===== src/rtl/thermo_ramp_ctrl.sv =====
// Thermometer-coded ramp sequencer: walks ctrl one cell per DWELL clocks toward an accepted target.
// Optional feature macro: THERMO_RAMP_RETARGET_EN (accept a new target while ramping).
module thermo_ramp_ctrl #(
    parameter int unsigned  N_ARRAY    = 47,
    parameter int unsigned  DWELL      = 10,
    parameter int unsigned  RESET_CODE = N_ARRAY,
    localparam int unsigned W          = $clog2(N_ARRAY + 1)
) (
    input  logic               clk,
    input  logic               rst,
    input  logic               tgt_valid,
    output logic               tgt_ready,
    input  logic [W-1:0]       tgt_code,
    output logic [N_ARRAY-1:0] ctrl,
    output logic [W-1:0]       cur_code,
    output logic               busy,
    output logic               done
);

    localparam int unsigned        CW         = (DWELL > 1) ? $clog2(DWELL) : 1;
    localparam logic [N_ARRAY-1:0] RESET_CTRL = ~({N_ARRAY{1'b1}} << RESET_CODE);

    typedef enum logic {
        S_IDLE,
        S_RAMP
    } state_t;

    state_t             r_state, w_state_n;
    logic [W-1:0]       r_cur, w_cur_n;
    logic [W-1:0]       r_tgt, w_tgt_n;
    logic [N_ARRAY-1:0] r_ctrl, w_ctrl_n;
    logic [CW-1:0]      r_cnt, w_cnt_n;
    logic               r_done, w_done_n;

    logic [W-1:0]       w_clamped;
    logic               w_accept;
    logic               w_dwell_end;
    logic               w_up;

    assign ctrl     = r_ctrl;
    assign cur_code = r_cur;
    assign done     = r_done;
    assign busy     = (r_state == S_RAMP);

`ifdef THERMO_RAMP_RETARGET_EN
    assign tgt_ready = (r_state == S_IDLE) || (r_state == S_RAMP);
`else
    assign tgt_ready = (r_state == S_IDLE);
`endif

    assign w_clamped   = (tgt_code > W'(N_ARRAY)) ? W'(N_ARRAY) : tgt_code;
    assign w_accept    = tgt_valid && tgt_ready;
    assign w_dwell_end = (r_cnt == CW'(DWELL - 1));
    assign w_up        = (r_tgt > r_cur);

    // State and datapath registers
    always_ff @(posedge clk or posedge rst) begin
        if (rst) begin
            r_state <= S_IDLE;
            r_cur   <= W'(RESET_CODE);
            r_tgt   <= W'(RESET_CODE);
            r_ctrl  <= RESET_CTRL;
            r_cnt   <= '0;
            r_done  <= 1'b0;
        end else begin
            r_state <= w_state_n;
            r_cur   <= w_cur_n;
            r_tgt   <= w_tgt_n;
            r_ctrl  <= w_ctrl_n;
            r_cnt   <= w_cnt_n;
            r_done  <= w_done_n;
        end
    end

    // Next-state: accept in IDLE, timed single-cell steps in RAMP
    always_comb begin
        w_state_n = r_state;
        w_cur_n   = r_cur;
        w_tgt_n   = r_tgt;
        w_ctrl_n  = r_ctrl;
        w_cnt_n   = r_cnt;
        w_done_n  = 1'b0;

        case (r_state)
            S_IDLE: begin
                if (w_accept) begin
                    w_tgt_n = w_clamped;
                    if (w_clamped == r_cur) begin
                        w_done_n = 1'b1;
                    end else begin
                        w_state_n = S_RAMP;
                        w_cnt_n   = '0;
                    end
                end
            end
            S_RAMP: begin
                if (w_dwell_end) begin
                    w_cnt_n = '0;
                    if (w_up) begin
                        w_cur_n  = r_cur + W'(1);
                        w_ctrl_n = {r_ctrl[N_ARRAY-2:0], 1'b1};
                    end else begin
                        w_cur_n  = r_cur - W'(1);
                        w_ctrl_n = {1'b0, r_ctrl[N_ARRAY-1:1]};
                    end
                end else begin
                    w_cnt_n = r_cnt + CW'(1);
                end
`ifdef THERMO_RAMP_RETARGET_EN
                // A step on this edge still follows the old target's direction
                if (w_accept) begin
                    w_tgt_n = w_clamped;
                end
`endif
                if (w_cur_n == w_tgt_n) begin
                    w_state_n = S_IDLE;
                    w_done_n  = 1'b1;
                    w_cnt_n   = '0;
                end
            end
            default: begin
                w_state_n = S_IDLE;
            end
        endcase
    end

endmodule


===== config.mk =====
export PLATFORM = sky130hd
export DESIGN_NAME = thermo_ramp_ctrl
export DESIGN_NICKNAME = d
export VERILOG_FILES = /design/src/rtl/thermo_ramp_ctrl.sv
export SDC_FILE = /design/constraint.sdc
export NUM_CORES = 1
export LEC_CHECK = 0
export CORE_ASPECT_RATIO = 0.7
export CORE_MARGIN = 2
export CORE_UTILIZATION = 30
export DETAILED_ROUTE_END_ITERATION = 8
export PLACE_DENSITY = 0.63
export SLEW_MARGIN = 10
export SYNTH_ARGS = -nofsm -noshare
export SYNTH_HDL_FRONTEND = slang
export SYNTH_SLANG_ARGS = --single-unit

===== constraint.sdc =====
create_clock -name clk -period 3.15 [get_ports clk]
set_input_delay 0.63 -clock clk [delete_from_list [all_inputs] [get_ports clk]]
set_output_delay 0.63 -clock clk [all_outputs]
set_load 0.02 [all_outputs]

==> reports/qor.txt <==
Avg Synthesized Cell Area - 10.27 um2
number of cells on the worst hold path - 2
Die W - 135.0 um
post-synthesis simple-gate area fraction - 10.79%
launching element type of the critical path - register
Initial Util - 30.75%
worst hold margin - 482.8 ps
post-synthesis cell area - 3606 um2
combinational family with the most area after synthesis - multiplexers
clock tree from TritonCTS - done
total of buffers placed on input and output ports - 64
max capacitance violation total - 0
grt ovf - 0
fraction of synthesized area in multiplexers - 13.50%
source of the worst register-to-register timing path - cur_code[5]
worst reg-to-reg path cell count - 14
list of most frequent post-synthesis cells - sky130_fd_sc_hd__nand2_1, sky130_fd_sc_hd__dfstp_2, sky130_fd_sc_hd__mux2i_1
result of the run - complete, but fails checks
total setup violations reported at the end of the flow - 2
Worst Setup Path Type - reg2reg
compound-gate portion of the synthesized area - 13.46%
number of clock buffers inserted by TritonCTS - 9
Cells after DPL - 576
DRC violation count after routing - 0
insertion delay of the later-clocked pin in the worst-skew pair - 320 ps
die span in y - 95.73 um
share of synthesized registers carrying an async set or reset - 100.0%
fraction of layout instances using a drive strength above 1 - 28.05%
origin of the worst min-delay path - ctrl[19]
count of pins on the block boundary - 65
wire length of the first global-routing pass - 13,990 um
largest clock skew in the final design - 6.958 ps
library cell with the largest summed area after synthesis - sky130_fd_sc_hd__dfstp_2
number of register bits inferred by synthesis - 65
hold crit path type - reg2reg
H-Tree Level Count - 3
reg2reg setup slack - -20 ps
routed via count divided by cell count - 4.711
core outline area - 11,730 um2
fraction of synthesized cell area taken by the top area cell type - 41.53%
number of different library cells in the post-synthesis netlist - 48
Max Buffers Root-to-Sink - 2
antenna diode count - 0
number of antenna violations at the first check in global routing - 0
endpoint arrival time on the critical path - 3380 ps
xor-xnor portion of the synthesized cell area - 6.072%
beginning of the critical path - cur_code[5]
Worst setup EP type - register
number of flops mapped to enable cells by yosys - 0
PD cells - 1134 nW/um2
maximum number of pins on one net before global-route repair - 89
VDD IR-drop max - 0.0006326 V
Routed wire per std cell - 14.20 um
total negative slack - -30.65 ps
number of hold violations in the final report - 0
number of buffers added to fix hold violations after cts - 0
relative slew slack - 47.24%
Final min period - 3174 ps
Slew Viols, Final - 0
vias in the first global route - 2,694
Worst EP required - 3350 ps
NumNets Final - 459
share of synthesized cell area in full adder, half adder and majority cells - 4.719%
f_max - 315.0 MHz
via total after detailed routing - 2,822
final worst slack - -24.48 ps
leading cell type by number of instances after synthesis - sky130_fd_sc_hd__nand2_1
Std-Cell Rows - 33
part of the cycle the worst path needs - 100.8%
share of the yosys chip area belonging to registers - 47.09%
Die Footprint - 12,930 um2
number of nets in the synthesized netlist - 373
flip-flop cell with the highest count after synthesis - sky130_fd_sc_hd__dfstp_2
violations in the final reports - negative setup slack
worst slack at placement - -72.06 ps
clock edge transition at the registers on the reported setup and hold paths - 60 ps
count of yosys warnings during synthesis - 0
drt initial violations - 188
RSZ-0062 raised after global routing - true
Final Util - 42.14%
Worst Hold End - ctrl[19]
1st-pass router iterations - 4
Synth-to-Final Area Change - 37.02%
antenna-violating nets left - 0
Total GRT Usage - 13.86%
Leak Pwr - 1.947 nW
GP Congestion - 0.8196
cell at the root of the clock tree - sky130_fd_sc_hd__clkbuf_16
total half-perimeter wirelength after legalization and detailed placement - 6018 um
biggest area contributors in the synthesized netlist - sky130_fd_sc_hd__dfstp_2, sky130_fd_sc_hd__mux2i_1, sky130_fd_sc_hd__nand2_1, sky130_fd_sc_hd__dfrtp_1, sky130_fd_sc_hd__ha_1
fin cells - 599
largest fanout on the critical path - 6
wire length reported by the detailed router - 8507 um
synthesized instance count - 351
terminus of the critical flop-to-flop path - done
number of sinks driven by the clock tree - 65
slew at the pin closest to its max-slew limit - 791.3 ps
## how the worst max path moves through the flow
stage                     endpoint  slack, ps
after global placement        done         30
after global routing      r_cnt[3]       -180
after floorplan           r_cnt[3]       -240
after detailed placement  r_cnt[3]        -70
after CTS                     done        -20
final                         done        -20
## registers in the layout (all words and copies together), names as in the netlist
signal    flops
busy          1
ctrl         47
cur_code      6
done          1
r_cnt         4
r_tgt         6
## worst max-delay path: stages, from the launching register on
cell and delay (ps):
sky130_fd_sc_hd__dfstp_2 540, sky130_fd_sc_hd__inv_2 50, sky130_fd_sc_hd__ha_4 230, sky130_fd_sc_hd__nand4_1 130
sky130_fd_sc_hd__a21oi_2 40, sky130_fd_sc_hd__o32a_1 370, sky130_fd_sc_hd__buf_6 150, sky130_fd_sc_hd__inv_12 60
sky130_fd_sc_hd__ha_4 180, sky130_fd_sc_hd__a211o_1 290, sky130_fd_sc_hd__a211o_1 310, sky130_fd_sc_hd__a21o_1 180
sky130_fd_sc_hd__mux2_4 270, sky130_fd_sc_hd__xnor2_2 140, sky130_fd_sc_hd__o2bb2ai_1 140
## what timing repair did
| action | CTS | global route |
|---|---|---|
| resized for setup | 4 | 4 |
| setup endpoints to repair | 3 | 5 |
| pin swaps | 4 | 4 |
| buffers inserted | 7 | 2 |
| endpoints found under the hold margin | 0 | 0 |
## placed cells by master (no fill, tap or decap), types with 7 or more instances in the layout
| master | synthesis | routed |
|---|---|---|
| sky130_fd_sc_hd__xor2_1 | 9 | 9 |
| sky130_fd_sc_hd__inv_1 | 12 | 8 |
| sky130_fd_sc_hd__clkdlybuf4s50_1 | 0 | 64 |
| sky130_fd_sc_hd__nor2_1 | 7 | 7 |
| sky130_fd_sc_hd__buf_4 | 0 | 25 |
| sky130_fd_sc_hd__clkbuf_16 | 0 | 9 |
| sky130_fd_sc_hd__xnor2_1 | 9 | 9 |
| sky130_fd_sc_hd__o21ai_0 | 27 | 26 |
| sky130_fd_sc_hd__nand2_1 | 68 | 66 |
| sky130_fd_sc_hd__mux2i_1 | 46 | 46 |
| sky130_fd_sc_hd__o21ai_1 | 25 | 26 |
| sky130_fd_sc_hd__dfstp_2 | 57 | 57 |
| sky130_fd_sc_hd__dfrtp_1 | 8 | 7 |
## kinds of logic after synthesis
| kind of cell | Yosys count |
|---|---|
| compound gates | 82 |
| xor+xnor | 21 |
| fa+ha+maj | 13 |
| buf+inv | 29 |
| flops | 65 |
| mux | 48 |
| simple gates | 93 |
## metal layers
layer	global-route usage [%]	vias up	wire length [um]
met5	0	-	0
met4	3.385	0	56
met3	4.055	7	407
met2	20.56	58	3701
met1	19.89	1352	4341
li1	-	1405	-
## cell type report
| class | count | area, um2 |
|---|---|---|
| Fill cell | 1106 | 6785 |
| Multi-Input combinational cell | 257 | 1852 |
| Sequential cell | 65 | 1699 |
| Timing Repair Buffer | 91 | 850.8 |
| Clock buffer | 11 | 252.7 |
| Tap cell | 157 | 196.4 |
| Inverter | 13 | 61.31 |
| Clock inverter | 5 | 28.78 |
## per-stage QoR
stage                     power (W)  instance area (um2)
after global placement     0.004325                 4571
after detailed placement   0.004362                 4571
after CTS                  0.005616                 4931
final                      0.005601                 4941
after floorplan            0.003672                 3681
after global routing       0.006009                 4941
## power breakdown
group	switching (W)	internal, W	total (W)
combinational	0.00177	0.00176	0.00353
sequential	0.000115	0.00103	0.00114
clock	0.000361	0.000571	0.000933
(Power assumes the default switching activity.)
